`src/rtl/mod100_bcd_down_counter_pkg.sv`:
```
// Shared types and constants for the mod-100 BCD down counter.
// FSM state encoding, count ceiling and BCD digit width.
package mod100_bcd_down_counter_pkg;

  typedef enum logic [1:0] {
    IDLE  = 2'd0,
    RUN   = 2'd1,
    PAUSE = 2'd2
  } state_t;

  localparam int MAX_COUNT = 99;
  localparam int DIGIT_W   = 4;

endpackage

```
`src/rtl/mod100_bcd_down_counter_edge_sync.sv`:
```
// Synchroniser plus rising-edge detector for the slow_clk step input.
// Emits a one-cycle step pulse per synchronised rising edge of din.
module mod100_bcd_down_counter_edge_sync #(
  parameter int SYNC_STAGES = 2
) (
  input  logic clk,
  input  logic rst_n,
  input  logic din,
  output logic step
);

  logic [SYNC_STAGES-1:0] sync;
  logic [SYNC_STAGES-1:0] vld;
  logic                   hist;
  logic                   hist_vld;

  // vld marks which sync/history bits hold real samples since reset, so a
  // din that is already high at reset release never looks like a new edge.
  always_ff @(posedge clk or negedge rst_n) begin
    if (!rst_n) begin
      sync     <= '0;
      vld      <= '0;
      hist     <= 1'b0;
      hist_vld <= 1'b0;
    end else begin
      sync     <= {sync[SYNC_STAGES-2:0], din};
      vld      <= {vld[SYNC_STAGES-2:0], 1'b1};
      hist     <= sync[SYNC_STAGES-1];
      hist_vld <= vld[SYNC_STAGES-1];
    end
  end

  assign step = hist_vld & sync[SYNC_STAGES-1] & ~hist;

endmodule

```
`src/rtl/mod100_bcd_down_counter.sv`:
```
// Mod-100 BCD down counter stepped by synchronised slow_clk rising edges.
// Define MOD100_STOP_AT_ZERO_EN to stop at 00 and return to IDLE instead of wrapping.
module mod100_bcd_down_counter
  import mod100_bcd_down_counter_pkg::*;
#(
  parameter int START_VAL   = 99,
  parameter int SYNC_STAGES = 2
) (
  input  logic               clk,
  input  logic               rst_n,
  input  logic               slow_clk,
  input  logic               start,
  input  logic               pause,
  input  logic               load,
  input  logic [6:0]         load_val,
  output logic [DIGIT_W-1:0] tens,
  output logic [DIGIT_W-1:0] ones,
  output logic               running,
  output logic               wrap
);

  localparam logic [DIGIT_W-1:0] START_TENS = DIGIT_W'(START_VAL / 10);
  localparam logic [DIGIT_W-1:0] START_ONES = DIGIT_W'(START_VAL % 10);
  localparam logic [DIGIT_W-1:0] DIGIT_MAX  = DIGIT_W'(9);

  function automatic logic [2*DIGIT_W-1:0] bin_to_bcd(input logic [6:0] v);
    logic [6:0] c;
    c = (v > 7'(MAX_COUNT)) ? 7'(MAX_COUNT) : v;
    return {DIGIT_W'(c / 7'd10), DIGIT_W'(c % 7'd10)};
  endfunction

  state_t             state, state_next;
  logic [DIGIT_W-1:0] tens_q, ones_q, tens_next, ones_next;
  logic               wrap_q, wrap_next;
  logic               step;
  logic [2*DIGIT_W-1:0] load_bcd;

  mod100_bcd_down_counter_edge_sync #(
    .SYNC_STAGES(SYNC_STAGES)
  ) u_edge_sync (
    .clk  (clk),
    .rst_n(rst_n),
    .din  (slow_clk),
    .step (step)
  );

  assign load_bcd = bin_to_bcd(load_val);

  always_ff @(posedge clk or negedge rst_n) begin
    if (!rst_n) begin
      state  <= IDLE;
      tens_q <= START_TENS;
      ones_q <= START_ONES;
      wrap_q <= 1'b0;
    end else begin
      state  <= state_next;
      tens_q <= tens_next;
      ones_q <= ones_next;
      wrap_q <= wrap_next;
    end
  end

  // load beats any FSM transition, and a transition swallows a coincident step.
  always_comb begin
    state_next = state;
    tens_next  = tens_q;
    ones_next  = ones_q;
    wrap_next  = 1'b0;
    if (load) begin
      {tens_next, ones_next} = load_bcd;
    end else begin
      case (state)
        IDLE: if (start) state_next = RUN;
        RUN: begin
          if (pause) begin
            state_next = PAUSE;
          end else if (step) begin
            if (tens_q == '0 && ones_q == '0) begin
              wrap_next = 1'b1;
`ifdef MOD100_STOP_AT_ZERO_EN
              state_next = IDLE;
`else
              tens_next = DIGIT_MAX;
              ones_next = DIGIT_MAX;
`endif
            end else if (ones_q == '0) begin
              ones_next = DIGIT_MAX;
              tens_next = tens_q - 1'b1;
            end else begin
              ones_next = ones_q - 1'b1;
            end
          end
        end
        PAUSE: if (!pause) state_next = RUN;
        default: state_next = IDLE;
      endcase
    end
  end

  assign tens    = tens_q;
  assign ones    = ones_q;
  assign wrap    = wrap_q;
  assign running = (state == RUN);

endmodule

```
`config.mk`:
```
export PLATFORM = sky130hd
export DESIGN_NAME = mod100_bcd_down_counter
export DESIGN_NICKNAME = d
export VERILOG_FILES = /design/src/rtl/mod100_bcd_down_counter_pkg.sv /design/src/rtl/mod100_bcd_down_counter_edge_sync.sv /design/src/rtl/mod100_bcd_down_counter.sv
export SDC_FILE = /design/constraint.sdc
export NUM_CORES = 1
export LEC_CHECK = 0
export BUFFER_PORTS_ARGS = -buffer_cell sky130_fd_sc_hd__buf_4
export CAP_MARGIN = 15
export CORE_MARGIN = 10
export CORE_UTILIZATION = 51
export CTS_CLUSTER_DIAMETER = 200
export DETAILED_ROUTE_END_ITERATION = 7
export MAX_ROUTING_LAYER = met4
export PLACE_DENSITY = 0.77
export SKIP_LAST_GASP = 1
export SYNTH_ARGS = -nofsm -noshare
export SYNTH_HDL_FRONTEND = slang
export SYNTH_SLANG_ARGS = --single-unit
```
`constraint.sdc`:
```
create_clock -name clk -period 1.7 [get_ports clk]
set_input_delay 0 -clock clk [delete_from_list [all_inputs] [get_ports clk]]
set_output_delay 0 -clock clk [all_outputs]
set_load 0.01 [all_outputs]
```
==> results of run 1 <==
-- critical path: cells and delay by family --
family                   cells  cell delay (ps)
AO/OA/AOI/OAI                9             1660
AND/OR/NAND/NOR              5              720
adder cells (fa/ha/maj)      3              530
buffers and inverters        3              300
-- flip-flops by register name, summed over array words and instances (netlist names) --
signal	flops
state	2
wrap	1
u_edge_sync.vld	2
tens	4
u_edge_sync.sync	2
ones	4
u_edge_sync.hist	1
u_edge_sync.hist_vld	1
-- layer usage --
layer	routed length, um	vias up	GRT usage (%)
met2	3180	156	29.2
met5	0	-	-
li1	-	838	-
met1	2530	959	25.7
met4	233	0	4.97
met3	648	34	3.77
-- what timing repair did --
item	CTS	global route
gates resized for setup	16	29
hold buffers	3	0
setup endpoints to repair	7	8
endpoints found under the hold margin	19	0
buffers inserted	8	7
pin swaps	13	17
-- stage by stage --
step / TNS, ps / hold slack (ps)
global placement: -6270 / -133
floorplan: -6020 / -296
finish: -5670 / 44.9
detailed placement: -6850 / -126
CTS: -4410 / 29.0
global route: -6460 / 30.8
-- cell type report --
cell class                 instances  area, sq um  share of cell area (%)
multi-input combinational        142         1220                    49.8
timing repair buffer              87          691                    28.2
sequential                        17          430                    17.6
inverter                          12         45.0                    1.84
tap                               31         38.8                    1.58
clock buffer                       4         26.3                    1.07
-- final timing paths --
| kind | start | to | depth (start not counted) |
|---|---|---|---|
| max | load_val[5] | tens[0] | 20 |
| min | start | state[0] | 3 |
| max reg2reg | state[0] | tens[2] | 6 |
| min reg2reg | u_edge_sync.vld[1] | u_edge_sync.hist_vld | 0 |
| max in group asynchronous | rst_n | tens[0] | 2 |
| min in group asynchronous | rst_n | u_edge_sync.hist_vld | 2 |
-- Yosys cell counts, types with 3 or more instances --
cell type | instances | area (sq um)
clkbuf_1 | 4 | 15.0
or3_1 | 6 | 37.5
o211ai_1 | 5 | 37.5
o21ai_0 | 10 | 50.1
a31oi_1 | 5 | 31.3
dfrtp_1 | 13 | 325
a21oi_1 | 15 | 75.1
nand2_1 | 9 | 33.8
inv_1 | 12 | 45.0
nand2b_1 | 3 | 18.8
and2_1 | 4 | 25.0
dfstp_2 | 4 | 105
a211oi_1 | 4 | 30.0
nand3_1 | 3 | 15.0
ha_1 | 6 | 75.1
nor2b_1 | 6 | 37.5
nor3_1 | 5 | 25.0
o211a_1 | 3 | 30.0
nor2_1 | 15 | 56.3
-- where the power goes --
part / switching, W / internal (W)
clock: 0.000131 / 0.0000913
combinational: 0.000560 / 0.000588
sequential: 0.0000833 / 0.000498
-- cell families (layout without fill, tap and decap cells) --
group | count (synthesis) | count (layout) | synth area share, %
other | 1 | 1 | 0.253
AOI/OAI and AO/OA | 68 | 68 | 33.9
and+or+nand+nor | 65 | 65 | 24.1
DFF | 17 | 17 | 29.0
adders and majority gates | 6 | 6 | 5.06
muxes | 2 | 2 | 1.35
buffers and inverters | 20 | 103 | 6.24
==> metrics.yaml, run 1 <==
floorplanning:
  die_h_um: 73.9
  fp.coreArea_sq_um: 2760
  initial_core_util_pct: 53.8
  die_area_sq_um: 5460
  dieWidth_um: 73.9
  num_io_pins: 23
  num_rows: 19
worst_setup_path:
  cp-start-kind: "primary input"
  path_class: "primary input to flip-flop"
  cp_data_required_time_ps: 1930
  endpoint_kind: "flip-flop"
  cpPeakStageDelay_ps: 330
  crit_path_top_delay_cell: "or3_1"
  crit_path_cell_trace: "buf_8 -> nand2_4 -> and2_4 -> ha_4 -> or3_1 -> o211a_1 -> inv_2 -> ha_4 -> nor2b_4 -> o311ai_4 -> o211ai_1 -> o21ai_1 -> a21oi_4 -> a31oi_4 -> ha_4 -> o21bai_4 -> a2bb2oi_4 -> buf_6 -> nand3_2 -> a22o_1"
  arrival_ps: 3220
  rrSetupSlack_ps: -140
  crit_fanout: 4
  crit_top_cell: "ha_4"
placed_design:
  port_buffers: 22
  placed_cells: 274
  dpl_worst_slack_ps: -1450
  gp_congestion: 0.962
  place_area_sq_um: 2090
  hpwl_um: 3520
clock_network:
  ctsRootBufferMaster: "clkbuf_4"
  cts_tree: "yes"
  clk_path_buf_depth: 2
  cts.sinks: 17
  htreeDepth: 1
  tritoncts.num_buffers: 3
  clkLatencyLatePin_ps: 290
  clk_pin_slew_ps: 100
route:
  drt_first_pass_iters: 5
  wl_per_cell_um: 22.5
  post-route-drc-count: 0
  viasPerCell: 6.78
  dr_total_vias: 1987
  routed_wl_um: 6590
  ant_nets: 0
  drt_iter0_drc: 283
synthesis:
  ys_seq_elements: 17
  synth-edff-count: 0
  synth_area_sq_um: 1480
  ys_seq_area_share_pct: 29.0
  syn_inst: 179
  synthArstFlopShare_pct: 100
  syn-num-nets: 198
  postSynthAreaPerCell_sq_um: 8.28
  ys_types: 54
  synthFlopType: "dfrtp_1"
  yosysWarnings: 0
layout:
  post-route-util_pct: 88.9
  layout_commonest_cell: "buf_4"
  area_growth_syn_to_layout_pct: 65.4
  n_fill_cell: 125
  num-nets-final: 282
  fin_cells: 293
  finalInstanceArea_sq_um: 2450
  final_cell_mix: "buf_4, dfrtp_1, nor2_1"
  drive_gt1_share_pct: 50.8
  n_antenna_cell: 0
timing:
  fmax_mhz: 335
  setup_viol: 8
  min_period_ps: 2990
  finalMaxSlewViolations: 0
  period_share_pct: 176
  hold_viol_final: 0
  rsz0062_at_grt: "true"
  postLayoutSetupSlackWorst_ps: -1290
  clock_skew_ps: 5.41
grt:
  grt-ovfl-total: 0
  grt_pass1_wl_um: 8360
  grt_pass1_vias: 1726
  grt_antenna_before_repair: 0
  grt_max_degree: 20
  grt_use_total_pct: 19.3
pwr:
  leakage_nw: 1.09
  peakVddDrop_mv: 1.07
  total_power_w: 0.00195
  powerDensity_nw_per_um2: 795
run_status:
  violations: "negative setup slack"
  status: "finished, violations left"
hold_path:
  hold_path.class: "primary input to flip-flop"
flow_run:
  drv_cap: 0
Note: power is estimated with default switching activity, not from simulation.
==> inputs of run 2 (changes only) <==
--- a/config.mk
+++ b/config.mk
@@ -13,6 +13,7 @@
 export DETAILED_ROUTE_END_ITERATION = 7
 export MAX_ROUTING_LAYER = met4
 export PLACE_DENSITY = 0.77
+export RECOVER_POWER = 25
 export SKIP_LAST_GASP = 1
 export SYNTH_ARGS = -nofsm -noshare
 export SYNTH_HDL_FRONTEND = slang
==> run 2 against run 1 <==
- the run still ends with negative setup slack left
- setup slack is the same
- first-iteration DRC count is the same
- die area is the same
- worst hold slack is essentially flat
- core utilization shrank 0.14 points
- clock skew is the same
- power is essentially flat
- critical endpoint unchanged
- global-route usage is the same
- combinational power is essentially flat
==> metrics.yaml, run 2 (synthesis gave the netlist of run 1 again) <==
run_status:
  status: "finished, violations left"
  violations: "negative setup slack"
grt:
  grt_pass1_wl_um: 8360
  grt_use_total_pct: 19.3
  grt_max_degree: 20
  grt-ovfl-total: 0
  grt_pass1_vias: 1726
  grt_antenna_before_repair: 0
pwr:
  peakVddDrop_mv: 1.07
  leakage_nw: 1.09
  powerDensity_nw_per_um2: 796
route:
  wl_per_cell_um: 22.5
  post-route-drc-count: 0
  dr_total_vias: 1986
  drt_first_pass_iters: 5
  ant_nets: 0
  viasPerCell: 6.78
  routed_wl_um: 6590
  drt_iter0_drc: 283
timing:
  hold_viol_final: 0
  clock_skew_ps: 5.41
  fmax_mhz: 335
  setup_viol: 8
  finalMaxSlewViolations: 0
  postLayoutSetupSlackWorst_ps: -1290
  min_period_ps: 2990
  tightest_slew_ps: 926
  rsz0062_at_grt: "true"
  period_share_pct: 176
  relSlewSlack_pct: 38.3
layout:
  num-nets-final: 282
  multi_input_area_sq_um: 1220
  n_fill_cell: 126
  layout_commonest_cell: "buf_4"
  drive_gt1_share_pct: 50.4
  n_antenna_cell: 0
  finalInstanceArea_sq_um: 2450
  seqCellArea_sq_um: 430
  area_growth_syn_to_layout_pct: 65.1
  final_cell_mix: "buf_4, dfrtp_1, nor2_1"
clock_network:
  ctsRootBufferMaster: "clkbuf_4"
  htreeDepth: 1
  cts.sinks: 17
  clk_path_buf_depth: 2
  cts_tree: "yes"
  tritoncts.num_buffers: 3
  clk_pin_slew_ps: 100
  clkLatencyLatePin_ps: 290
placed_design:
  gp_congestion: 0.962
  hpwl_um: 3520
  dpl_worst_slack_ps: -1450
  port_buffers: 22
  place_area_sq_um: 2090
worst_setup_path:
  crit_fanout: 4
  cp-start-kind: "primary input"
  arrival_ps: 3220
  path_class: "primary input to flip-flop"
  endpoint_kind: "flip-flop"
  cp_data_required_time_ps: 1930
floorplanning:
  dieWidth_um: 73.9
  die_area_sq_um: 5460
  initial_core_util_pct: 53.8
  fp.coreArea_sq_um: 2760
  num_rows: 19
  num_io_pins: 23
  die_h_um: 73.9
flow_run:
  drv_cap: 0
hold_path:
  hold_path.class: "primary input to flip-flop"
run 2: cell types whose count changed in the layout (fill, tap and decap cells not counted), sizes merged:
cell    delta
buf        -1
clkbuf     +1
run 2: worst paths after layout:
kind | start | cells past startpoint | slack (ps) | to
max | load_val[5] | 20 | -1290 | tens[0]
min | start | 3 | 40 | state[0]
max reg2reg | state[0] | 6 | -140 | tens[2]
min reg2reg | u_edge_sync.vld[1] | 0 | 360 | u_edge_sync.hist_vld
max in group asynchronous | rst_n | 2 | 780 | u_edge_sync.sync[1]
min in group asynchronous | rst_n | 2 | 360 | u_edge_sync.hist_vld
run 2: critical path: stages:
cell and delay, ps:
buf_8 80, nand2_4 40, and2_4 150, ha_4 150
or3_1 330, o211a_1 150, inv_2 90, ha_4 200
nor2b_4 130, o311ai_4 290, o211ai_1 190, o21ai_1 190
a21oi_4 100, a31oi_4 190, ha_4 180, o21bai_4 130
a2bb2oi_4 230, buf_6 130, nand3_2 70, a22o_1 190
run 2: routing by layer:
layer / routed length (um) / up-vias / global-route usage (%)
li1: - / 838 / -
met1: 2530 / 958 / 25.7
met2: 3180 / 156 / 29.2
met3: 648 / 34 / 3.77
met4: 233 / 0 / 4.97
met5: 0 / - / -
run 2: timing repair:
action                                  CTS  global route
endpoints found under the setup margin    7             8
buffers inserted                          8             7
hold endpoints to repair                 19             0
hold buffers                              3             0
resized for setup                        16            29
pin swaps                                13            17
run 2: layout make-up:
class	count	share of cell area [%]
multi-input combinational	142	49.9
inverter	12	1.84
sequential	17	17.6
timing repair buffer	87	28.1
tap	31	1.58
clock buffer	4	1.07
run 2: per-stage QoR:
stage          hold WS, ps  setup TNS [ps]  power [W]  utilization [%]  instances
2_1_floorplan         -296           -6020    0.00103                -        179
3_3_place_gp          -133           -6270    0.00140             75.9        274
3_5_place_dp          -126           -6850    0.00144             75.9        274
4_1_cts               29.0           -4410    0.00173             82.2        288
5_1_grt               30.8           -6460    0.00204             88.8        293
6_report              44.9           -5660    0.00195             88.8        293
run 2: power breakdown:
group	internal (W)	total, W	leakage (nW)	switching (W)
combinational	0.000587	0.00115	0.872	0.000559
clock	0.0000913	0.000222	0.0150	0.000131
sequential	0.000498	0.000581	0.198	0.0000831
total	0.00118	0.00195	1.09	0.000774
==> inputs of run 3 (changes only) <==
==> constraint.sdc (replaced) <==
create_clock -name clk -period 1.7 [get_ports clk]
set_input_delay 0 -clock clk [delete_from_list [all_inputs] [get_ports clk]]
set_output_delay 0 -clock clk [all_outputs]
set_load 0.05 [all_outputs]
==> run 3 against run 2 <==
- the flow still finishes with violations (negative setup slack)
- die area is the same
- cell area is 2.7% lower
- sequential power increased by 3%
- critical path type unchanged
- largest cell class unchanged
- largest power group unchanged
==> metrics.yaml, run 3 (synthesis gave the netlist of run 1 again) <==
placed_design:
  port_buffers: 22
  hpwl_um: 3820
  gp_congestion: 0.934
worst_setup_path:
  path_class: "primary input to flip-flop"
  cp_data_required_time_ps: 1910
  cp-start-kind: "primary input"
  r2r-start: "ones[1]"
  worstSetupEndpoint: "ones[2]"
  r2r.worst_path.cells: 8
  arrival_ps: 3040
  endpoint_kind: "flip-flop"
  crit_fanout: 5
  cp-startpoint: "load_val[6]"
  r2r-end: "tens[1]"
  rrSetupSlack_ps: -80
clock_network:
  htreeDepth: 1
  clk_path_buf_depth: 2
  tritoncts.num_buffers: 3
  clkLatencyLatePin_ps: 300
  cts_tree: "yes"
  ctsRootBufferMaster: "clkbuf_4"
  clk_pin_slew_ps: 110
  cts.sinks: 17
layout:
  num-nets-final: 279
  n_fill_cell: 138
  drive_gt1_share_pct: 49.0
  n_antenna_cell: 0
  layout_commonest_cell: "buf_4"
  area_growth_syn_to_layout_pct: 60.7
  final_cell_mix: "buf_4, nor2_1, dfrtp_1"
timing:
  setup_viol: 6
  postLayoutSetupSlackWorst_ps: -1130
  clock_skew_ps: 6.83
  relSlewSlack_pct: 35.0
  rsz0062_at_grt: "true"
  fmax_mhz: 353
  period_share_pct: 166
  tightest_slew_ps: 975
  fin_tns_setup_ps: -5150
  min_period_ps: 2830
  hold_ws_ps: 26.0
  finalMaxSlewViolations: 0
  hold_viol_final: 0
run_status:
  violations: "negative setup slack"
  status: "finished, violations left"
route:
  drt_iter0_drc: 275
  wl_per_cell_um: 20.8
  routed_wl_um: 6040
  ant_nets: 0
  viasPerCell: 6.70
  post-route-drc-count: 0
  drt_first_pass_iters: 6
  dr_total_vias: 1942
floorplanning:
  num_rows: 19
  die_h_um: 73.9
  num_io_pins: 23
  initial_core_util_pct: 53.8
  fp.coreArea_sq_um: 2760
  die_area_sq_um: 5460
  dieWidth_um: 73.9
grt:
  grt_antenna_before_repair: 0
  grt_pass1_wl_um: 8710
  grt_use_total_pct: 20.5
  grt-ovfl-total: 0
  grt_max_degree: 20
  grt_pass1_vias: 1764
pwr:
  powerDensity_nw_per_um2: 871
  peakVddDrop_mv: 1.17
  leakage_nw: 1.07
flow_run:
  drv_cap: 0
hold_path:
  hold_path.class: "primary input to flip-flop"
## run 3: cell count changes in the layout (fill, tap and decap cells not counted), sizes merged
cell	delta
buf	-3
clkinvlp	+1
clkbuf	-1
## run 3: layer usage
layer	up-vias	global-route usage (%)	share of wire, %
li1	837	-	-
met4	0	7.87	4.9
met5	-	-	0
met3	40	3.36	9.2
met2	155	34.0	49
met1	910	24.0	37
## run 3: worst min path at each step
stage,to,cells past startpoint,startpoint,slack (ps)
after floorplan,ones[1],0,rst_n,-300
after global placement,ones[2],1,rst_n,-140
after detailed placement,ones[2],1,rst_n,-130
after CTS,wrap,2,load,20
after global routing,state[0],3,start,40
final,wrap,2,load,30
## run 3: report_power, final
part | internal (W) | switching, W | total [W]
Clock | 0.0000897 | 0.000139 | 0.000229
Sequential | 0.000499 | 0.000101 | 0.000601
Combinational | 0.000549 | 0.000698 | 0.00125
## run 3: through the flow
stage	total power (W)	setup slack [ps]	cell area (sq um)	cells	util, %
after detailed placement	0.00165	-1500	2100	272	76.0
final	0.00208	-1130	2380	290	86.4
after CTS	0.00196	-975	2280	284	82.7
after global placement	0.00159	-1260	2100	272	76.0
after floorplan	0.00125	-1330	1590	179	-
after global routing	0.00217	-1240	2380	290	86.4
## run 3: worst max-delay path, stage by stage
cell,delay (ps)
buf_6,90
nand2_4,40
and2_4,160
ha_4,150
or3_4,320
o211a_1,170
inv_2,80
ha_4,200
buf_6,120
o211ai_1,250
o211ai_1,170
o21ai_1,140
a21oi_2,90
a31oi_2,180
ha_2,250
o21bai_4,140
a2bb2oi_4,210
a21oi_2,80
a311oi_1,210
## run 3: final cells by class
class / instances / area (sq um) / area share [%]
Clock buffer: 3 / 22.5 / 0.945
Clock inverter: 1 / 7.51 / 0.315
Inverter: 12 / 45.0 / 1.89
Multi-Input combinational cell: 142 / 1180 / 49.4
Sequential cell: 17 / 432 / 18.1
Tap cell: 31 / 38.8 / 1.63
Timing Repair Buffer: 84 / 661 / 27.7
## run 3: repair_timing
action,4_1_cts,5_1_grt
gates resized for setup,15,15
hold buffers,3,0
pin swaps,4,7
buffers inserted,5,6
setup endpoints to repair,6,7
endpoints found under the hold margin,19,0
